## config.mk

```make
export PLATFORM = sky130hd
export DESIGN_NAME = port_sideband_ctrl
export DESIGN_NICKNAME = d
export VERILOG_FILES = /design/src/rtl/port_sideband_ctrl_pkg.sv /design/src/rtl/sideband_debounce.sv /design/src/rtl/port_sideband_ctrl.sv
export SDC_FILE = /design/constraint.sdc
export NUM_CORES = 1
export LEC_CHECK = 0
export CORE_ASPECT_RATIO = 0.6
export CORE_UTILIZATION = 40
export DETAILED_ROUTE_END_ITERATION = 12
export PLACE_DENSITY_LB_ADDON = 0.1
export SETUP_SLACK_MARGIN = 0.05
export SLEW_MARGIN = 25
export SYNTH_ARGS = -nofsm -noshare
export SYNTH_HDL_FRONTEND = slang
export SYNTH_SLANG_ARGS = --single-unit
```

## constraint.sdc

```tcl
create_clock -name sys_clk -period 5.27 [get_ports sys_clk]
set_clock_uncertainty 0.15 [all_clocks]
set_input_delay 1.054 -clock sys_clk [delete_from_list [all_inputs] [get_ports sys_clk]]
set_output_delay 1.054 -clock sys_clk [all_outputs]
set_load 0.1 [all_outputs]
```

## src/rtl/port_sideband_ctrl_pkg.sv

```systemverilog
// rtl/port_sideband_ctrl_pkg.sv - register map, bit offsets and module-select FSM encoding
package port_sideband_ctrl_pkg;

  // Word addresses, decoded from amm_address[2:0]
  localparam logic [2:0] ADDR_STATUS = 3'd0;
  localparam logic [2:0] ADDR_EVENT  = 3'd1;
  localparam logic [2:0] ADDR_IRQ_EN = 3'd2;
  localparam logic [2:0] ADDR_CTRL   = 3'd3;
  localparam logic [2:0] ADDR_MSEL   = 3'd4;
  localparam logic [2:0] ADDR_RESET  = 3'd5;

  // STATUS / EVENT / IRQ_EN share one layout
  localparam int PRS_LSB = 0;
  localparam int LOS_LSB = 8;
  localparam int INT_BIT = 16;

  // CTRL field offsets (txdis sits at bit 0)
  localparam int RS0_LSB = 8;
  localparam int RS1_LSB = 16;

  // MSEL flag bits
  localparam int MSEL_BUSY_BIT = 30;
  localparam int MSEL_REQ_BIT  = 31;

  typedef enum logic [1:0] {
    MSEL_IDLE      = 2'd0,
    MSEL_WAIT_BUSY = 2'd1,
    MSEL_GUARD     = 2'd2,
    MSEL_SEL       = 2'd3
  } msel_state_t;

  // Build a STATUS/EVENT/IRQ_EN word from zero-extended per-port fields
  function automatic logic [31:0] pack_evt(input logic [7:0] prs, input logic [7:0] los,
                                           input logic int_b);
    logic [31:0] w;
    w = '0;
    w[PRS_LSB +: 8] = prs;
    w[LOS_LSB +: 8] = los;
    w[INT_BIT]      = int_b;
    return w;
  endfunction

endpackage

```

## src/rtl/sideband_debounce.sv

```systemverilog
// rtl/sideband_debounce.sv - two-flop synchroniser plus stable-count debouncer with toggle pulse
module sideband_debounce #(
  parameter int   DEB_CYCLES = 65536,
  parameter logic RST_VAL    = 1'b0
) (
  input  logic clk,
  input  logic rst,
  input  logic din,
  output logic dout,
  output logic toggle
);

  localparam int CW = $clog2(DEB_CYCLES);
  localparam logic [CW-1:0] CNT_LAST = CW'(DEB_CYCLES - 1);

  logic          sync1;
  logic          sync2;
  logic [CW-1:0] cnt;

  // Bring the asynchronous pin into the clock domain
  always_ff @(posedge clk) begin
    if (rst) begin
      sync1 <= RST_VAL;
      sync2 <= RST_VAL;
    end else begin
      sync1 <= din;
      sync2 <= sync1;
    end
  end

  // High in the cycle before dout flips, so event latches line up with the new value
  assign toggle = (sync2 != dout) && (cnt == CNT_LAST);

  // Count consecutive differing cycles; any matching cycle restarts the count
  always_ff @(posedge clk) begin
    if (rst) begin
      dout <= RST_VAL;
      cnt  <= '0;
    end else if (sync2 == dout) begin
      cnt <= '0;
    end else if (cnt == CNT_LAST) begin
      dout <= sync2;
      cnt  <= '0;
    end else begin
      cnt <= cnt + CW'(1);
    end
  end

endmodule

```

## src/rtl/port_sideband_ctrl.sv

```systemverilog
// rtl/port_sideband_ctrl.sv - (Q)SFP sideband controller: registers, module-select FSM, reset timer
module port_sideband_ctrl
  import port_sideband_ctrl_pkg::*;
#(
  parameter int NPORTS       = 5,
  parameter int DEB_CYCLES   = 65536,
  parameter int GUARD_CYCLES = 64,
  parameter int RST_CYCLES   = 1024
) (
  input  logic              sys_clk,
  input  logic              sys_rst,
  input  logic [9:0]        amm_address,
  input  logic              amm_write,
  input  logic [31:0]       amm_writedata,
  input  logic              amm_read,
  output logic [31:0]       amm_readdata,
  output logic              amm_waitrequest,
  input  logic [NPORTS-1:0] port_prsnt_n,
  input  logic [NPORTS-1:0] port_rxlos,
  input  logic              port_int_n,
  output logic [NPORTS-1:0] port_txdis,
  output logic [NPORTS-1:0] port_rs0,
  output logic [NPORTS-1:0] port_rs1,
  output logic [NPORTS-1:0] port_msel_n,
  output logic              port_rst_n,
  input  logic              i2c_busy,
  output logic              irq
);

  localparam int GW = (GUARD_CYCLES > 1) ? $clog2(GUARD_CYCLES) : 1;
  localparam logic [GW-1:0] GUARD_LAST = GW'(GUARD_CYCLES - 1);
  localparam int RW = (RST_CYCLES > 1) ? $clog2(RST_CYCLES) : 1;
  localparam logic [RW-1:0] RST_LAST = RW'(RST_CYCLES - 1);
  localparam logic [3:0] NPORTS_4 = 4'(NPORTS);

  logic [2:0] addr;
  logic       unused_bits;
  assign addr        = amm_address[2:0];
  assign unused_bits = ^{amm_address[9:3], amm_writedata};

  // ---------------- input conditioning ----------------
  logic [NPORTS-1:0] prs_deb, prs_tog, los_deb, los_tog;
  logic              int_deb, int_tog, int_rise;

  for (genvar i = 0; i < NPORTS; i++) begin : g_port
    sideband_debounce #(.DEB_CYCLES(DEB_CYCLES), .RST_VAL(1'b0)) u_prs (
      .clk(sys_clk), .rst(sys_rst), .din(~port_prsnt_n[i]),
      .dout(prs_deb[i]), .toggle(prs_tog[i])
    );
    sideband_debounce #(.DEB_CYCLES(DEB_CYCLES), .RST_VAL(1'b1)) u_los (
      .clk(sys_clk), .rst(sys_rst), .din(port_rxlos[i]),
      .dout(los_deb[i]), .toggle(los_tog[i])
    );
  end

  sideband_debounce #(.DEB_CYCLES(DEB_CYCLES), .RST_VAL(1'b0)) u_int (
    .clk(sys_clk), .rst(sys_rst), .din(~port_int_n),
    .dout(int_deb), .toggle(int_tog)
  );

  // Toggle while currently low means the line is about to rise
  assign int_rise = int_tog & ~int_deb;

  // ---------------- register file ----------------
  logic              wr_event, wr_irq_en, wr_ctrl, wr_msel, wr_reset;
  logic [NPORTS-1:0] ev_prs, ev_los, en_prs, en_los;
  logic              ev_int, en_int;

  assign wr_event  = amm_write && (addr == ADDR_EVENT);
  assign wr_irq_en = amm_write && (addr == ADDR_IRQ_EN);
  assign wr_ctrl   = amm_write && (addr == ADDR_CTRL);
  assign wr_reset  = amm_write && (addr == ADDR_RESET) && amm_writedata[0];
  // Out-of-range port indices make the whole MSEL write a no-op
  assign wr_msel   = amm_write && (addr == ADDR_MSEL) && ({1'b0, amm_writedata[2:0]} < NPORTS_4);

  // Control/enable registers; sticky events where a new set beats a same-cycle clear
  always_ff @(posedge sys_clk) begin
    if (sys_rst) begin
      port_txdis <= '1;
      port_rs0   <= '0;
      port_rs1   <= '0;
      en_prs     <= '0;
      en_los     <= '0;
      en_int     <= 1'b0;
      ev_prs     <= '0;
      ev_los     <= '0;
      ev_int     <= 1'b0;
      irq        <= 1'b0;
    end else begin
      if (wr_ctrl) begin
        port_txdis <= amm_writedata[0 +: NPORTS];
        port_rs0   <= amm_writedata[RS0_LSB +: NPORTS];
        port_rs1   <= amm_writedata[RS1_LSB +: NPORTS];
      end
      if (wr_irq_en) begin
        en_prs <= amm_writedata[PRS_LSB +: NPORTS];
        en_los <= amm_writedata[LOS_LSB +: NPORTS];
        en_int <= amm_writedata[INT_BIT];
      end
      ev_prs <= (ev_prs & ~(wr_event ? amm_writedata[PRS_LSB +: NPORTS] : '0)) | prs_tog;
      ev_los <= (ev_los & ~(wr_event ? amm_writedata[LOS_LSB +: NPORTS] : '0)) | los_tog;
      ev_int <= (ev_int & ~(wr_event & amm_writedata[INT_BIT])) | int_rise;
      irq    <= |{ev_prs & en_prs, ev_los & en_los, ev_int & en_int};
    end
  end

  // ---------------- module-select FSM ----------------
  msel_state_t state, state_nxt;
  logic [2:0]  cur_idx, cur_idx_nxt, pend_idx, pend_idx_nxt, eff_idx;
  logic        pend_req, pend_req_nxt, eff_req;
  logic [GW-1:0] guard_cnt, guard_cnt_nxt;
  logic        msel_busy, msel_granted;

  // A write while a change is pending replaces the pending target
  assign eff_idx = wr_msel ? amm_writedata[2:0] : pend_idx;
  assign eff_req = wr_msel ? amm_writedata[MSEL_REQ_BIT] : pend_req;

  // State register
  always_ff @(posedge sys_clk) begin
    if (sys_rst) begin
      state     <= MSEL_IDLE;
      cur_idx   <= '0;
      pend_idx  <= '0;
      pend_req  <= 1'b0;
      guard_cnt <= '0;
    end else begin
      state     <= state_nxt;
      cur_idx   <= cur_idx_nxt;
      pend_idx  <= pend_idx_nxt;
      pend_req  <= pend_req_nxt;
      guard_cnt <= guard_cnt_nxt;
    end
  end

  // Next-state: drain I2C, hold all deselected for the guard gap, then select
  always_comb begin
    state_nxt     = state;
    cur_idx_nxt   = cur_idx;
    pend_idx_nxt  = pend_idx;
    pend_req_nxt  = pend_req;
    guard_cnt_nxt = guard_cnt;
    case (state)
      MSEL_IDLE: begin
        if (wr_msel && amm_writedata[MSEL_REQ_BIT]) begin
          state_nxt    = MSEL_WAIT_BUSY;
          pend_idx_nxt = amm_writedata[2:0];
          pend_req_nxt = 1'b1;
        end
      end
      MSEL_WAIT_BUSY: begin
        pend_idx_nxt = eff_idx;
        pend_req_nxt = eff_req;
        if (!i2c_busy) begin
          guard_cnt_nxt = '0;
          state_nxt     = eff_req ? MSEL_GUARD : MSEL_IDLE;
        end
      end
      MSEL_GUARD: begin
        pend_idx_nxt = eff_idx;
        pend_req_nxt = eff_req;
        if (guard_cnt == GUARD_LAST) begin
          if (eff_req) begin
            state_nxt   = MSEL_SEL;
            cur_idx_nxt = eff_idx;
          end else begin
            state_nxt = MSEL_IDLE;
          end
        end else begin
          guard_cnt_nxt = guard_cnt + GW'(1);
        end
      end
      default: begin
        if (wr_msel) begin
          state_nxt    = MSEL_WAIT_BUSY;
          pend_idx_nxt = amm_writedata[2:0];
          pend_req_nxt = amm_writedata[MSEL_REQ_BIT];
        end
      end
    endcase
  end

  // Outputs: exactly one select low only while granted
  always_comb begin
    msel_busy    = (state == MSEL_WAIT_BUSY) || (state == MSEL_GUARD);
    msel_granted = (state == MSEL_SEL);
    port_msel_n  = '1;
    for (int i = 0; i < NPORTS; i++) begin
      port_msel_n[i] = !(msel_granted && (cur_idx == 3'(i)));
    end
  end

  // ---------------- module reset timer ----------------
  logic          rst_act;
  logic [RW-1:0] rst_cnt;

  // Retrigger restarts the count from zero
  always_ff @(posedge sys_clk) begin
    if (sys_rst) begin
      rst_act <= 1'b0;
      rst_cnt <= '0;
    end else if (wr_reset) begin
      rst_act <= 1'b1;
      rst_cnt <= '0;
    end else if (rst_act) begin
      if (rst_cnt == RST_LAST) rst_act <= 1'b0;
      else                     rst_cnt <= rst_cnt + RW'(1);
    end
  end

  assign port_rst_n = ~rst_act;

  // ---------------- read path ----------------
  logic [31:0] rd_mux;
  logic        rd_phase;

  // Read data selection
  always_comb begin
    rd_mux = '0;
    case (addr)
      ADDR_STATUS: rd_mux = pack_evt(8'(prs_deb), 8'(los_deb), int_deb);
      ADDR_EVENT:  rd_mux = pack_evt(8'(ev_prs), 8'(ev_los), ev_int);
      ADDR_IRQ_EN: rd_mux = pack_evt(8'(en_prs), 8'(en_los), en_int);
      ADDR_CTRL: begin
        rd_mux[0 +: 8]       = 8'(port_txdis);
        rd_mux[RS0_LSB +: 8] = 8'(port_rs0);
        rd_mux[RS1_LSB +: 8] = 8'(port_rs1);
      end
      ADDR_MSEL: begin
        rd_mux[2:0]           = cur_idx;
        rd_mux[MSEL_BUSY_BIT] = msel_busy;
        rd_mux[MSEL_REQ_BIT]  = msel_granted;
      end
      ADDR_RESET: rd_mux[0] = rst_act;
      default:    rd_mux = '0;
    endcase
  end

  // One wait cycle per read; data captured at the end of the wait cycle and held
  always_ff @(posedge sys_clk) begin
    if (sys_rst) begin
      rd_phase     <= 1'b0;
      amm_readdata <= '0;
    end else if (amm_read && !rd_phase) begin
      rd_phase     <= 1'b1;
      amm_readdata <= rd_mux;
    end else begin
      rd_phase <= 1'b0;
    end
  end

  assign amm_waitrequest = amm_read && !rd_phase;

endmodule

```

==> qor.csv, run 1 <==
metric,value,unit
GPL Wtd Cong,0.800,
detailed-router iteration count before antenna repair,4,
antenna violations before repair,0,
Static Leak,4.83,nW
Slew Limit Headroom,0.312,
pwr dens,313,nW/um^2
CTS HTree Levels,1,
Placed Cells,1872,
final hold vios,0,
Post-CTS Hold Buffers,0,
largest net degree at the start of global routing,69,
internal power,3.50,mW
DRT iter0 DRCs,535,
IO buf count,74,
clock-pin slew on the worst setup and hold paths,0.06,ns
CP max FO,4,
routed vias/inst,5.09,
CTS root buffer,clkbuf_16,
FMAX,264,MHz
uppermost layer routed,met4,
post-DP HPWL,20.0,mm
"FFs w/ async S/R, synth",0,
Die Wd,230,um
Synth warnings,0,
Final Setup Violations,0,
multi-input combinational cell area,6280,um^2
Bufs on Longest Clock Path,3,
layout cell share with drive strength beyond 1,0.0680,
startpoint class of the critical path,flop,
"Seq/Total Area, Yosys",0.465,
"Setup Fix Bufs, Post-CTS",0,
Net Sw Power,1.06,mW
RSZ-0062 raised after global routing,no,
HP Class,reg2reg,
crit path kind,reg2out,
remaining antenna violation count after routing,0,
crit path time final,3.79,ns
Switching Fraction,0.232,
Layout Nets,1570,
Worst-Skew Late Latency,0.55,ns
Post-Syn Area,12500,um^2
Final WS setup,1.48,ns
number of CTS-inserted buffers,29,
CTS tree,built,
Filler cells,2932,
FF+latch area,5830,um^2
vias in the first global route,8951,
num ports,113,
Starting Density,0.413,
crit end category,primary output,
outcome,finished clean,
Avg WL per Cell,14.9,um
full die area,32000,um^2
fin area,14600,um^2
Rows,49,
syn avg cell area,8.75,um^2
routed wire length,28.6,mm
distinct cell type count after synthesis,57,
VDD IR-drop max,203,uV
core area,30300,um^2
ant diodes,0,
Tcrit/Tclk final,0.719,
Seq pwr share,0.489,
gr usage total,0.178,
CP arrival,2.58,ns
post_cts resized,0,
CP required,4.07,ns
"commonest non-fill, non-tap cell in the layout",dfxtp_1,
met2 wire len,11.6,mm
most frequent cells in the layout,"291 x dfxtp_1, 208 x nor2_1, 138 x nand2_1",
placed cell area,13600,um^2
Sink Count,291,
power share of the clock group,0.456,
routed vias,9787,
DRC,0,
met3 wire length,989,um
M1 WL,15.6,mm
actual slew at the worst max-slew pin,1.03,ns
"Slew Viols, Final",0,
"flops & latches, synth",291,
Hold Slack,0.260,ns
maxcap violations,0,
Die H,139,um
part of the power in combinational logic,0.055,
first-pass GRT wire length,47.0,mm
setup TNS,0,ns
number of synthesized flops with an enable pin,0,
post-place setup slack,1.50,ns
Syn Inst Count,1431,
Area Overhead vs Synth,16.3,%
total gr overflow,0,
Non-Filler Instances,1923,
Synth Flop Type,dfxtp_1,
Yosys cell counts (9+ instances only):
master | number | area [um^2]
mux2i_1 | 13 | 130
nor4_1 | 14 | 87.6
and2_1 | 9 | 56.3
nor2_1 | 208 | 781
nor3_1 | 35 | 175
buf_4 | 16 | 120
o21ai_0 | 38 | 190
or4_1 | 16 | 120
xnor2_1 | 68 | 596
mux4_2 | 9 | 203
nor2b_1 | 10 | 62.6
nand2_1 | 138 | 518
and4_1 | 18 | 158
or2_2 | 17 | 106
nand4_1 | 43 | 269
ha_1 | 17 | 213
o31ai_1 | 20 | 150
a21oi_1 | 67 | 335
inv_1 | 44 | 165
clkbuf_1 | 35 | 131
nand3_1 | 87 | 435
or3_1 | 25 | 156
and3_1 | 29 | 181
buf_2 | 10 | 50.1
a22oi_1 | 13 | 97.6
xor2_1 | 74 | 648
dfxtp_1 | 291 | 5830
flip-flops by register name, summed over array words and instances, names as in the netlist, 6 cells and up:
| register | count |
|---|---|
| g_port.u_prs.cnt | 80 |
| guard_cnt | 6 |
| rst_cnt | 10 |
| u_int.cnt | 16 |
| g_port.u_los.cnt | 80 |
| amm_readdata | 17 |
kinds of logic after synthesis:
group                    after synthesis  synth area share
adder cells (fa/ha/maj)               17            0.0170
multiplexers                          22            0.0266
XOR/XNOR                             142            0.0993
buffers and inverters                111            0.0391
flip-flops                           291             0.465
AO/OA/AOI/OAI                        182            0.0918
AND/OR/NAND/NOR                      665             0.261
other                                  1          0.000299
power by group through the flow:
stage | registers (mW) | clock network (mW) | logic (mW)
2_1_floorplan | 2.32 | 0 | 0.139
3_3_place_gp | 2.28 | 0 | 0.250
3_5_place_dp | 2.28 | 0 | 0.250
4_1_cts | 2.23 | 2.15 | 0.251
5_1_grt | 2.23 | 2.25 | 0.264
6_report | 2.23 | 2.08 | 0.249
final cells by class:
cell class | count | share of cell area
clock buffer | 42 | 0.0587
inverter | 44 | 0.0113
multi-input combinational | 1043 | 0.431
tap | 408 | 0.0350
sequential | 291 | 0.400
timing repair buffer | 86 | 0.0567
clock inverter | 9 | 0.00747
critical path, stage by stage, from the launching register on:
cell and delay, ns:
dfxtp_1 0.35, ha_1 0.23, nor2b_1 0.17, nand3_1 0.13
clkdlybuf4s50_1 1.14
path summary, 6_finish.rpt:
check	from	endpoint	slack, ns	cells past startpoint
max	state[0]	port_msel_n[2]	1.48	4
min	g_port[2].u_los.sync1	g_port[2].u_los.sync2	0.26	1
max reg2reg	g_port[3].u_los.cnt[7]	g_port[3].u_los.cnt[7]	2.81	4
min reg2reg	g_port[2].u_los.sync1	g_port[2].u_los.sync2	0.26	1
per-stage QoR:
step | util | power (mW)
finish | 0.480 | 4.57
global route | 0.480 | 4.74
CTS | 0.480 | 4.63
detailed placement | 0.448 | 2.53
global placement | 0.448 | 2.53
floorplan | - | 2.46
metal layers:
layer  global-route usage  up-vias
met5                    0        -
met4               0.0380        0
met3               0.0317       44
met2                0.254      127
met1                0.274     4528
li1                     -     5088
(Power assumes the default switching activity.)
==> inputs of run 2 (changes only) <==
clock period = 3.7 ns   (was 5.27 ns; I/O delays follow)
==> run 2 against run 1 <==
Effect of this change:
- non-clock buffer count grew 7
- critical path depth shrank 3
- worst setup slack lost 0.74 ns
- final area shrank 0.39%
- sequential share of layout area grew 0.16 points
- die area is the same
- critical path type unchanged
- largest cell class unchanged
==> qor.csv, run 2 (synthesis gave the netlist of run 1 again) <==
metric,value,unit,change
outcome,finished clean,,
CTS HTree Levels,1,,unchanged
setup TNS,0,ns,unchanged
crit path buf inv count,1,,unchanged
crit path kind,reg2out,,
CP max-delay cell,clkdlybuf4s50_1,,
Post-CTS Hold Buffers,0,,unchanged
Placed Cells,1879,,+0.37%
pwr dens,434,nW/um^2,+39%
HP Class,reg2reg,,
Worst-Skew Late Latency,0.55,ns,about the same
CP max FO,3,,-1
Bufs on Longest Clock Path,3,,unchanged
IO buf count,74,,unchanged
worst path cell trace,clkdlybuf4s50_1,,
routed vias,9775,,-0.12%
power consumption,6.30,mW,+38%
detailed-router iteration count before antenna repair,5,,+1
fin area,14500,um^2,-0.39%
maxcap violations,0,,unchanged
"Setup Fix Bufs, Post-CTS",0,,unchanged
Final WS setup,0.737,ns,-0.744 ns
remaining antenna violation count after routing,0,,unchanged
Area Overhead vs Synth,15.9,%,
"Slew Viols, Final",0,,unchanged
largest net degree at the start of global routing,47,,-32%
Die H,139,um,unchanged
Slew Limit Headroom,0.341,,+0.0293
WP depth,1,,-3
CTS tree,built,,
total gr overflow,0,,unchanged
"commonest non-fill, non-tap cell in the layout",dfxtp_1,,
routed wire length,28.4,mm,-0.64%
crit path time final,2.96,ns,
depth of the most critical reg-to-reg path,4,,unchanged
startpoint class of the critical path,flop,,
fin util,0.478,,-0.00186
Max stage delay on crit path,1.15,ns,about the same
clock-pin slew on the worst setup and hold paths,0.06,ns,about the same
CTS root buffer,clkbuf_16,,
Starting Density,0.413,,unchanged
"Largest delay share family, worst path",buffers and inverters,,
layout cell share with drive strength beyond 1,0.0782,,+0.0103
post-DP HPWL,20.1,mm,+0.17%
DRT iter0 DRCs,601,,+12%
crit end category,primary output,,
final hold vios,0,,unchanged
Avg WL per Cell,14.7,um,-1.0%
CP arrival,2.07,ns,-0.51 ns
placed cell area,13600,um^2,+0.22%
Non-Filler Instances,1930,,+0.36%
Die Wd,230,um,unchanged
antenna violations before repair,1,,+1
Layout Nets,1576,,+0.38%
routed vias/inst,5.06,,-0.48%
gr usage total,0.177,,-0.000445
r2r setup slk,1.31,ns,-1.50 ns
RSZ-0062 raised after global routing,no,,
biggest registers after layout,"g_port.u_los.cnt: 80 flops, g_port.u_prs.cnt: 80 flops, amm_readdata: 17 flops",,
num ports,113,,unchanged
number of CTS-inserted buffers,28,,-3.4%
CP required,2.81,ns,-1.26 ns
Hold Slack,0.264,ns,+0.00396 ns
Static Leak,4.83,nW,+0.11%
first-pass GRT wire length,46.9,mm,-0.18%
Final Setup Violations,0,,unchanged
FMAX,337,MHz,
post_cts resized,0,,unchanged
full die area,32000,um^2,unchanged
post-place setup slack,0.661,ns,-0.844 ns
core area,30300,um^2,unchanged
Tcrit/Tclk final,0.801,,
DRC,0,,unchanged
VDD IR-drop max,427,uV,+110%
GPL Wtd Cong,0.785,,-1.9%
most frequent cells in the layout,"291 x dfxtp_1, 208 x nor2_1, 138 x nand2_1",,
Sink Count,291,,unchanged
vias in the first global route,8817,,-1.5%
Rows,49,,unchanged
hold depth,1,,unchanged
actual slew at the worst max-slew pin,0.986,ns,-0.0438 ns
==> run 2: cell types whose count changed in the layout (fill, tap and decap cells not counted), sizes merged <==
cell,delta
clkbuf,+5
clkdlybuf4s50,-16
bufinv,-2
clkinv,-3
clkinvlp,-1
diode,+1
buf,+23
==> run 2: final timing paths <==
check,from,to
worst max-delay path,port_rs0[3],port_rs0[3]
worst min-delay path,g_port[0].u_los.sync1,g_port[0].u_los.sync2
worst min register to register,g_port[0].u_los.sync1,g_port[0].u_los.sync2
worst max register to register,g_port[3].u_los.cnt[7],g_port[3].u_los.cnt[2]
==> run 2: area by class of cell <==
cell class / count / area (um^2)
flip-flops and latches: 291 / 5830
well taps: 408 / 510
repair buffers: 93 / 851
diodes: 1 / 2.50
clock buffers: 47 / 863
multi-input cells: 1043 / 6280
fillers: 2904 / 15800
clock inverters: 3 / 15.0
inverters: 44 / 165
==> run 2: metal layers <==
| layer | up-vias | track usage | share of wire |
|---|---|---|---|
| li1 | 5092 | - | - |
| met1 | 4478 | 0.282 | 0.54 |
| met3 | 28 | 0.0315 | 0.041 |
| met5 | - | 0 | 0 |
| met2 | 177 | 0.242 | 0.40 |
| met4 | 0 | 0.0418 | 0.021 |
==> run 2: where the power goes <==
group	internal [mW]	total [mW]	switching, mW
combinational	0.0993	0.360	0.261
clock	1.58	2.76	1.19
sequential	3.16	3.18	0.0196
total	4.84	6.30	1.47
==> inputs of run 3 (changes only) <==
clock period = 2.6 ns   (was 3.7 ns; I/O delays follow)
==> run 3 against run 2 <==
Effect of this change:
- first-iteration DRC count decreased by 8.5%
- combinational power increased by 46%
- critical path depth increased by 3
- critical endpoint is now port_msel_n[2]
- total power increased by 53%
- register-to-register slack got worse by 0.84 ns
- worst setup slack got worse by 0.57 ns
==> qor.csv, run 3 (synthesis gave the netlist of run 1 again) <==
metric,value,unit,change
antenna violations before repair,1,,unchanged
vias in the first global route,9072,,+2.9%
actual slew at the worst max-slew pin,0.700,ns,-0.285 ns
Bufs on Longest Clock Path,3,,unchanged
"commonest non-fill, non-tap cell in the layout",dfxtp_1,,
Placed Cells,1898,,+1.0%
FF+latch area,5830,um^2,unchanged
outcome,finished clean,,
biggest registers after layout,"g_port.u_los.cnt: 80 flops, g_port.u_prs.cnt: 80 flops, amm_readdata: 17 flops",,
post-place setup slack,0.0461,ns,-0.615 ns
CTS tree,built,,
CP required,1.93,ns,-0.88 ns
maxcap violations,0,,unchanged
crit path time final,2.44,ns,
final hold vios,0,,unchanged
CTS HTree Levels,1,,unchanged
Filler cells,2947,,+1.5%
placed cell area,13700,um^2,+0.77%
pwr dens,651,nW/um^2,+50%
multi-input combinational cell area,6280,um^2,about the same
total gr overflow,0,,unchanged
Hold Slack,0.162,ns,-0.102 ns
HP Class,in2reg,,
clock-pin slew on the worst setup and hold paths,0.06,ns,about the same
crit path kind,reg2out,,
Layout Nets,1596,,+1.3%
Die H,139,um,unchanged
CP max FO,4,,+1
Final Setup Violations,0,,unchanged
IO buf count,74,,unchanged
num ports,113,,unchanged
most frequent cells in the layout,"291 x dfxtp_1, 208 x nor2_1, 138 x nand2_1",,
fin util,0.487,,+0.00874
fin area,14800,um^2,+1.8%
first-pass GRT wire length,47.7,mm,+1.6%
routed vias,9904,,+1.3%
core area,30300,um^2,unchanged
startpoint class of the critical path,flop,,
gr usage total,0.181,,+0.00374
DRC,0,,unchanged
CP arrival,1.77,ns,-0.30 ns
VDD IR-drop max,532,uV,+25%
Tcrit/Tclk final,0.937,,
full die area,32000,um^2,unchanged
post_cts resized,1,,+1
Die Wd,230,um,unchanged
layout cell share with drive strength beyond 1,0.109,,+0.0306
Avg WL per Cell,15.0,um,+1.5%
Sink Count,291,,unchanged
number of CTS-inserted buffers,29,,+3.6%
CTS root buffer,clkbuf_16,,
Final WS setup,0.165,ns,-0.572 ns
setup TNS,0,ns,unchanged
FMAX,411,MHz,
remaining antenna violation count after routing,0,,unchanged
detailed-router iteration count before antenna repair,5,,unchanged
largest net degree at the start of global routing,50,,+6.4%
routed vias/inst,5.07,,+0.18%
Static Leak,5.05,nW,+4.5%
Starting Density,0.413,,unchanged
power consumption,9.62,mW,+53%
Slew Limit Headroom,0.529,,+0.188
DRT iter0 DRCs,550,,-8.5%
"Setup Fix Bufs, Post-CTS",0,,unchanged
Area Overhead vs Synth,18.0,%,
Post-CTS Hold Buffers,0,,unchanged
crit end category,primary output,,
Non-Filler Instances,1952,,+1.1%
Worst-Skew Late Latency,0.56,ns,about the same
post-DP HPWL,20.7,mm,+3.2%
RSZ-0062 raised after global routing,no,,
Rows,49,,unchanged
"Slew Viols, Final",0,,unchanged
GPL Wtd Cong,0.778,,-0.89%
routed wire length,29.2,mm,+2.6%
-- run 3: layout make-up --
class                      count  area share
multi-input combinational   1043       0.425
antenna                        1    0.000169
clock inverter                14      0.0157
tap                          408      0.0345
clock buffer                  39      0.0544
sequential                   291       0.394
timing repair buffer         112      0.0650
inverter                      44      0.0112
-- run 3: path summary, 6_finish.rpt --
| kind | startpoint | end | slack (ns) | cells after the start |
|---|---|---|---|---|
| min reg2reg | g_port[0].u_los.sync1 | g_port[0].u_los.sync2 | 0.27 | 1 |
| max reg2reg | g_port[2].u_prs.cnt[0] | g_port[2].u_prs.dout | 0.47 | 5 |
| min | sys_rst | g_port[4].u_prs.sync1 | 0.16 | 2 |
| max | state[1] | port_msel_n[2] | 0.16 | 4 |
-- run 3: metal layers --
layer	track usage	routed length (um)
met1	0.276	15600
met2	0.261	12000
met3	0.0331	1140
met4	0.0408	440
met5	0	0
-- run 3: report_power, final --
group	internal, mW	total (mW)	switching (mW)
Sequential	4.50	4.53	0.0290
Combinational	0.151	0.525	0.374
Clock	2.76	4.57	1.81
-- run 3: worst max-delay path, cell delays in order (launching register included) --
cell	delay, ns
dfxtp_1	0.41
ha_1	0.23
nor2b_4	0.19
nand3_1	0.13
buf_4	0.26
